<file path="config.mk">
export PLATFORM = sky130hd
export DESIGN_NAME = adder_pipe
export DESIGN_NICKNAME = d
export VERILOG_FILES = /design/src/rtl/adder_pkg.sv /design/src/rtl/adder_pipe_stage.sv /design/src/rtl/adder_pipe.sv
export SDC_FILE = /design/constraint.sdc
export NUM_CORES = 1
export LEC_CHECK = 0
export CELL_PAD_IN_SITES_DETAIL_PLACEMENT = 1
export CELL_PAD_IN_SITES_GLOBAL_PLACEMENT = 2
export CORE_AREA = 2 2 175 91
export DETAILED_ROUTE_END_ITERATION = 8
export DIE_AREA = 0 0 177 93
export PLACE_DENSITY_LB_ADDON = 0.1
export SKIP_LAST_GASP = 1
export SYNTH_ARGS = -nofsm -noshare
export SYNTH_HDL_FRONTEND = slang
export SYNTH_SLANG_ARGS = --single-unit
</file>
<file path="constraint.sdc">
create_clock -name clk -period 4.7 [get_ports clk]
set_input_delay 1.175 -clock clk [delete_from_list [all_inputs] [get_ports clk]]
set_output_delay 1.175 -clock clk [all_outputs]
set_load 0.01 [all_outputs]
</file>
<file path="src/rtl/adder_pkg.sv">
// Shared helpers for adder_pipe: chunk sizing and saturation constants.
// Saturation (ADDER_PIPE_SAT_EN) is selected in adder_pipe; these helpers are build-independent.
package adder_pkg;

  localparam int MAX_WIDTH = 128;

  function automatic int chunk_width(input int width, input int stages);
    return width / stages;
  endfunction

  // Largest representable value: 0x7F..F when signed, all-ones when unsigned.
  function automatic logic [MAX_WIDTH-1:0] sat_max(input int width, input bit is_signed);
    logic [MAX_WIDTH-1:0] r;
    r = '0;
    for (int i = 0; i < MAX_WIDTH; i++) begin
      if (i < width - (is_signed ? 1 : 0)) r[i] = 1'b1;
    end
    return r;
  endfunction

  function automatic logic [MAX_WIDTH-1:0] sat_min(input int width);
    logic [MAX_WIDTH-1:0] r;
    r = '0;
    r[width-1] = 1'b1;
    return r;
  endfunction

endpackage

</file>
<file path="src/rtl/adder_pipe_stage.sv">
// One pipeline stage of adder_pipe: adds chunk IDX of the operands plus the
// incoming carry, registers the payload, and drives its upstream ready.
module adder_pipe_stage
  import adder_pkg::*;
#(
  parameter int WIDTH  = 32,
  parameter int STAGES = 2,
  parameter int IDX    = 0
) (
  input  logic             clk,
  input  logic             rst_n,
  input  logic             in_valid,
  output logic             in_ready,
  input  logic [WIDTH-1:0] in_sum,
  input  logic [WIDTH-1:0] in_a,
  input  logic [WIDTH-1:0] in_b,
  input  logic             in_carry,
  output logic             out_valid,
  input  logic             out_ready,
  output logic [WIDTH-1:0] out_sum,
  output logic [WIDTH-1:0] out_a,
  output logic [WIDTH-1:0] out_b,
  output logic             out_carry
);

  localparam int CHUNK = chunk_width(WIDTH, STAGES);
  localparam int LO    = IDX * CHUNK;

  typedef struct packed {
    logic [WIDTH-1:0] sum;
    logic [WIDTH-1:0] a;
    logic [WIDTH-1:0] b;
    logic             carry;
    logic             valid;
  } payload_t;

  payload_t         q;
  logic [CHUNK:0]   part;
  logic [WIDTH-1:0] next_sum;

  assign part = {1'b0, in_a[LO +: CHUNK]} + {1'b0, in_b[LO +: CHUNK]}
              + {{CHUNK{1'b0}}, in_carry};

  // Chunks at and above IDX are still zero in the incoming partial sum.
  assign next_sum = in_sum | (WIDTH'(part[CHUNK-1:0]) << LO);

  assign in_ready = !q.valid || out_ready;

  always_ff @(posedge clk or negedge rst_n) begin
    if (!rst_n) begin
      q <= '0;
    end else if (in_ready) begin
      q.valid <= in_valid;
      if (in_valid) begin
        q.sum   <= next_sum;
        q.a     <= in_a;
        q.b     <= in_b;
        q.carry <= part[CHUNK];
      end
    end
  end

  assign out_valid = q.valid;
  assign out_sum   = q.sum;
  assign out_a     = q.a;
  assign out_b     = q.b;
  assign out_carry = q.carry;

endmodule

</file>
<file path="src/rtl/adder_pipe.sv">
// Pipelined WIDTH-bit adder with valid/ready handshake, carry-out and overflow.
// Optional ADDER_PIPE_SAT_EN makes sum saturate on overflow instead of wrapping.
module adder_pipe
  import adder_pkg::*;
#(
  parameter int WIDTH  = 32,
  parameter int STAGES = 2,
  parameter int SIGNED = 1
) (
  input  logic             clk,
  input  logic             rst_n,
  input  logic             in_valid,
  output logic             in_ready,
  input  logic [WIDTH-1:0] a,
  input  logic [WIDTH-1:0] b,
  input  logic             cin,
  output logic             out_valid,
  input  logic             out_ready,
  output logic [WIDTH-1:0] sum,
  output logic             cout,
  output logic             ovf
);

  logic [STAGES:0]  vld;
  logic [STAGES:0]  rdy;
  logic [STAGES:0]  carry;
  logic [WIDTH-1:0] s_pipe [STAGES+1];
  logic [WIDTH-1:0] a_pipe [STAGES+1];
  logic [WIDTH-1:0] b_pipe [STAGES+1];

  assign vld[0]      = in_valid;
  assign carry[0]    = cin;
  assign s_pipe[0]   = '0;
  assign a_pipe[0]   = a;
  assign b_pipe[0]   = b;
  assign rdy[STAGES] = out_ready;
  assign in_ready    = rdy[0];

  for (genvar k = 0; k < STAGES; k++) begin : g_stage
    adder_pipe_stage #(
      .WIDTH  (WIDTH),
      .STAGES (STAGES),
      .IDX    (k)
    ) u_stage (
      .clk       (clk),
      .rst_n     (rst_n),
      .in_valid  (vld[k]),
      .in_ready  (rdy[k]),
      .in_sum    (s_pipe[k]),
      .in_a      (a_pipe[k]),
      .in_b      (b_pipe[k]),
      .in_carry  (carry[k]),
      .out_valid (vld[k+1]),
      .out_ready (rdy[k+1]),
      .out_sum   (s_pipe[k+1]),
      .out_a     (a_pipe[k+1]),
      .out_b     (b_pipe[k+1]),
      .out_carry (carry[k+1])
    );
  end

  logic [WIDTH-1:0] raw_sum;
  logic             a_msb;
  logic             b_msb;
  logic             signed_ovf;
  logic             unused_low_bits;

  assign raw_sum    = s_pipe[STAGES];
  assign a_msb      = a_pipe[STAGES][WIDTH-1];
  assign b_msb      = b_pipe[STAGES][WIDTH-1];
  assign signed_ovf = (a_msb == b_msb) && (raw_sum[WIDTH-1] != a_msb);

  // Only the operand sign bits matter once the last chunk has been added.
  assign unused_low_bits = ^{a_pipe[STAGES][WIDTH-2:0], b_pipe[STAGES][WIDTH-2:0]};

  assign out_valid = vld[STAGES];
  assign cout      = carry[STAGES];
  assign ovf       = (SIGNED != 0) ? signed_ovf : cout;

`ifdef ADDER_PIPE_SAT_EN
  localparam logic [WIDTH-1:0] SAT_HI = WIDTH'(sat_max(WIDTH, SIGNED != 0));
  localparam logic [WIDTH-1:0] SAT_LO = WIDTH'(sat_min(WIDTH));

  // Negative signed overflow clamps low; everything else clamps high.
  always_comb begin
    sum = raw_sum;
    if (ovf) sum = ((SIGNED != 0) && a_msb) ? SAT_LO : SAT_HI;
  end
`else
  assign sum = raw_sum;
`endif

endmodule

</file>
==> results.toml, run 1 <==
[run_status]
status = "complete, no violations"

[detailed_routing]
wire_per_inst_um = 16.58
route.vias.total = 4007
ant_nets = 0
first_pass_iters = 4
drt_iter0_drc = 170
drc = 0
wl_um = 13700
vias_per_cell = 4.851

[sta]
tightest_slew_ns = 0.9055
min_period_ns = 3.743
final.setup_skew_ns = 0.007656
fin_crit_sh = 0.7965
finalHoldViolations = 0
slew_violations = 0
max_clock_freq_mhz = 267.1
setup_viol = 0
grt_setup_unrepaired = "false"
maxSlewHeadroom = 0.3963
tns_ns = 0

[placement]
portBuffers = 104
dpl.hpwl_um = 10580
place_congestion = 0.8284

[finish]
diodes = 0
syn_to_final_growth_pct = 30.63
ff_latch_area_um2 = 2152
fillers = 1726
nNetsFinal = 721
utilization = 0.4212
layout-drive-gt1-share = 0.08199
multi_input_area_um2 = 2559

[floorplanning]
die_x_um = 177
coreArea_um2 = 15010
die_area_um2 = 16460
ios = 105
rows = 32
chipHeight_um = 93
start_util = 0.3224

[global_route]
antenna_found_initial = 1
grt_pass1_wl_um = 22450
gr-usage-all-layers = 0.1758
grt_pass1_vias = 4206
grt_max_degree = 69
overflow = 0

[clocking]
numCtsBuffers = 9
cts.sinks = 86
cts.clk_slew.worst_paths_ns = 0.06
ctsResizeCount = 0
cts_tree = "yes"
ctsRootBufferMaster = "clkbuf_16"
hold_buffers = 0
postCtsSetupRepairBufs = 0
htree_levels = 3
clock_latency_ns = 0.33
clock_path_buffers = 2

[critical_path]
critPathArrivalTime_ns = 3.95
cpMostUsedCell = "o21ai_0"
path_max_fanout = 4
required_ns = 4.91
worst_path_max_delay_cell = "fa_1"
startpoint_type = "input port"
path_class = "in -> reg"
endpoint_kind = "flop"
path_cells = "clkdlybuf4s50_1 > fa_1 > fa_1 > a21oi_1 > o21ai_0 > o21ai_0 > a31oi_1 > xnor2_1 > o21ai_0"
slowest_delay_ns = 0.49

[hold_path]
hold_path_class = "reg -> reg"

[power]
finalPower_mw = 2.667
leakage_nw = 2.822
ir_drop_mv = 0.1690
power_density_nw_per_um2 = 421.8

[logic_synthesis]
synth_area_um2 = 4841
avgSynthCellArea_um2 = 9.309
synth_seq_cells = 86
async_reset_ff_frac = 1.000
ys_seq_area_frac = 0.4446
synth_edf_count = 0
synth_most_common_cell = "nand2_1"
synthCells = 520
yosysWarnings = 0
synth_area_leaders = "dfrtp_1, nand2_1, ha_1"
ys.flop_type = "dfrtp_1"
synth_commonest_cells = "nand2_1, dfrtp_1, o21ai_0, ha_1, nor2_1"
synth.top_cell.area_share = 0.4446
yosys.area.top_type = "dfrtp_1"
synthDistinctLibCells = 57
syn-num-nets = 623

[run]
maxCapViolCount = 0
==> registers in the layout, summed over array words and instances (netlist names) <==
register / cells
g_stage.u_stage.out_carry: 2
g_stage.u_stage.out_sum: 48
g_stage.u_stage.out_valid: 2
g_stage.u_stage.out_b: 17
g_stage.u_stage.out_a: 17
==> worst max-delay path, delay by kind of cell <==
family	cells	cell delay [ns]
adder cells (fa/ha/maj)	2	0.92
buffers and inverters	1	0.43
AO/OA/AOI/OAI	5	1.23
XOR/XNOR	1	0.20
==> per-layer routing <==
metal	routed length (um)	vias up	global-route usage
met5	12	-	0
met4	58	2	0.03512
met1	7597	1928	0.2720
met2	5410	81	0.2468
met3	616	6	0.03984
li1	-	1990	-
==> cells in the final DEF (no fill, tap or decap), types with 7 or more instances in the layout <==
cell	n
nand3_1	10
clkbuf_16	9
mux2_2	20
clkdlybuf4s50_1	103
a21o_1	7
ha_1	30
dfrtp_1	86
a21oi_1	20
xor2_1	8
xnor2_1	12
nand2_1	146
o21ai_0	37
nor2_1	28
==> stage by stage <==
stage / cells / area (um^2) / setup slack (ns) / hold WS (ns)
finish: 826 / 6324 / 0.9565 / 0.4762
global route: 826 / 6324 / 0.6783 / 0.5078
CTS: 826 / 6324 / 0.9619 / 0.4817
detailed placement: 811 / 6065 / 0.6073 / 0.4664
global placement: 811 / 6065 / 0.6663 / 0.4566
floorplan: 520 / 4841 / 1.584 / 0.4418
==> report_power, final <==
part	total, mW	switching [mW]	internal [mW]	leakage (nW)
registers	1.04	0.114	0.922	1.05
logic	0.986	0.481	0.504	1.66
clock network	0.646	0.290	0.356	0.115
total	2.67	0.885	1.78	2.82
==> cell families after synthesis <==
family | after synthesis | synth area share
xor+xnor | 20 | 0.03619
mux | 23 | 0.05273
fa+ha+maj | 34 | 0.09408
flops | 86 | 0.4446
buf+inv | 28 | 0.02740
simple gates | 216 | 0.1889
compound gates | 113 | 0.1561
==> final timing paths <==
path / startpoint / endpoint / slack [ns] / cells after the start
worst max register to register: g_stage[0].u_stage.out_a[16] / g_stage[1].u_stage.out_carry / 1.94 / 9
worst min-delay path: g_stage[1].u_stage.out_sum[17] / g_stage[1].u_stage.out_sum[17] / 0.48 / 2
max in group asynchronous: rst_n / g_stage[0].u_stage.out_valid / 2.93 / 2
min in group asynchronous: rst_n / g_stage[1].u_stage.out_b[31] / 0.95 / 1
worst max-delay path: a[0] / g_stage[0].u_stage.out_sum[12] / 0.96 / 9
worst min register to register: g_stage[1].u_stage.out_sum[17] / g_stage[1].u_stage.out_sum[17] / 0.48 / 2
==> area by class of cell <==
type	count	share of cell area
Clock buffer	12	0.03740
Clock inverter	3	0.003562
Inverter	6	0.003562
Multi-Input combinational cell	406	0.4046
Sequential cell	86	0.3403
Tap cell	204	0.04036
Timing Repair Buffer	109	0.1702
(Power assumes the default switching activity.)
==> inputs of run 2 (changes only) <==
CORE_AREA = 2 2 180 94   (was 2 2 175 91)
DIE_AREA = 0 0 182 96   (was 0 0 177 93)
clock period = 3.75 ns   (was 4.7 ns; I/O delays follow)
==> results.toml, run 2 (synthesis gave the netlist of run 1 again) <==
[global_route]
grt-busiest-layer = "met1"
overflow = 0
use_met2 = 0.2363
grt_max_degree = 55
gr-usage-all-layers = 0.1717
grt_pass1_vias = 4272
grt_pass1_wl_um = 23160
use_met1 = 0.2718
use_met3 = 0.03557
antenna_found_initial = 1

[detailed_routing]
drc = 0
wire_per_inst_um = 17.12
first_pass_iters = 4
vias_per_cell = 4.850
drt_iter0_drc = 145
route.vias.total = 4045
wl_um = 14280
ant_nets = 0

[hold_path]
hold_path_class = "reg -> reg"

[run_status]
status = "complete, no violations"

[floorplanning]
chipHeight_um = 96
rows = 33
coreArea_um2 = 15940
die_area_um2 = 17470
start_util = 0.3037
ios = 105
die_x_um = 182

[sta]
max_clock_freq_mhz = 300.4
tightest_slew_ns = 0.7708
fin_crit_sh = 0.8878
final.setup_skew_ns = 0.006530
holdWs_ns = 0.4794
grt_setup_unrepaired = "false"
maxSlewHeadroom = 0.4861
finalHoldViolations = 0
slew_violations = 0
setup_viol = 0
min_period_ns = 3.329
tns_ns = 0

[run]
maxCapViolCount = 0

[power]
finalPower_mw = 3.644
leakage_nw = 2.895
power_density_nw_per_um2 = 563.7
ir_drop_mv = 0.2299

[finish]
final_cell_mix = "nand2_1, clkdlybuf4s50_1, dfrtp_1"
largest_reg_flops = 48
nNetsFinal = 723
syn_to_final_growth_pct = 33.55
diodes = 0
final_common_cell = "nand2_1"
layout-drive-gt1-share = 0.08654

[critical_path]
crit_buf_inv = 2
slowest_delay_ns = 0.50
path_max_fanout = 4
path_cells = "clkdlybuf4s50_1 > fa_1 > fa_1 > a21oi_1 > o21ai_0 > o21ai_0 > buf_4 > a31oi_1 > xnor2_1 > o21ai_0"
cpMostUsedCell = "o21ai_0"
critPathArrivalTime_ns = 3.59
startpoint_type = "input port"
worst_path_max_delay_cell = "fa_1"
path_delay_family = "adder cells"
path_class = "in -> reg"
endpoint_kind = "flop"
required_ns = 4.01

[clocking]
htree_levels = 3
hold_buffers = 0
ctsRootBufferMaster = "clkbuf_16"
cts.clk_slew.worst_paths_ns = 0.07
clock_path_buffers = 2
cts.sinks = 86
cts_tree = "yes"
ctsResizeCount = 0
clock_latency_ns = 0.33
postCtsSetupRepairBufs = 0
numCtsBuffers = 9

[placement]
dpl.hpwl_um = 11040
place_congestion = 0.7942
portBuffers = 104
## run 2: path summary, 6_finish.rpt
| path | start | end | slack, ns | cells after the start |
|---|---|---|---|---|
| max in group asynchronous | rst_n | g_stage[0].u_stage.out_a[29] | 2.34 | 2 |
| worst min register to register | g_stage[0].u_stage.out_b[27] | g_stage[0].u_stage.out_b[27] | 0.48 | 2 |
| worst max-delay path | a[0] | g_stage[0].u_stage.out_sum[12] | 0.42 | 10 |
| min in group asynchronous | rst_n | g_stage[0].u_stage.out_a[31] | 0.66 | 1 |
| worst max register to register | g_stage[0].u_stage.out_a[16] | g_stage[1].u_stage.out_carry | 1.04 | 9 |
| worst min-delay path | g_stage[0].u_stage.out_b[27] | g_stage[0].u_stage.out_b[27] | 0.48 | 2 |
## run 2: layout make-up
type | instances | area [um^2]
Clock inverter | 4 | 120.1
Multi-Input combinational cell | 406 | 2559
Sequential cell | 86 | 2152
Fill cell | 1817 | 9473
Clock buffer | 11 | 232.7
Timing Repair Buffer | 111 | 1116
Tap cell | 210 | 262.8
Inverter | 6 | 22.52
## run 2: power breakdown
part / switching [mW] / internal (mW) / leakage [nW]
registers: 0.144 / 1.16 / 1.05
logic: 0.608 / 0.639 / 1.68
clock network: 0.382 / 0.717 / 0.170
## run 2: stage by stage
| step | util | std cells | setup WS, ns | area (um^2) |
|---|---|---|---|---|
| finish | 0.4056 | 834 | 0.4209 | 6465 |
| floorplan | - | 520 | 0.8713 | 4841 |
| global placement | 0.3835 | 819 | 0.1623 | 6112 |
| global route | 0.4056 | 834 | 0.1893 | 6465 |
| CTS | 0.4056 | 834 | 0.4173 | 6465 |
| detailed placement | 0.3835 | 819 | 0.06470 | 6112 |
## run 2: tightest hold or removal path, stage by stage (launching register included)
cell	delay (ns)
dfrtp_1	0.34
nand2_1	0.05
nand2_1	0.05
## run 2: layer usage
layer | up-vias | share of wire
met5 | - | 0.00084
met4 | 2 | 0.0056
met3 | 10 | 0.038
met2 | 80 | 0.38
met1 | 1960 | 0.57
li1 | 1993 | -
==> inputs of run 3 (changes only) <==
CAP_MARGIN = 20   (was default)
==> results of run 3 <==
No change in the layout: final DEF, timing and power equal those of run 2.
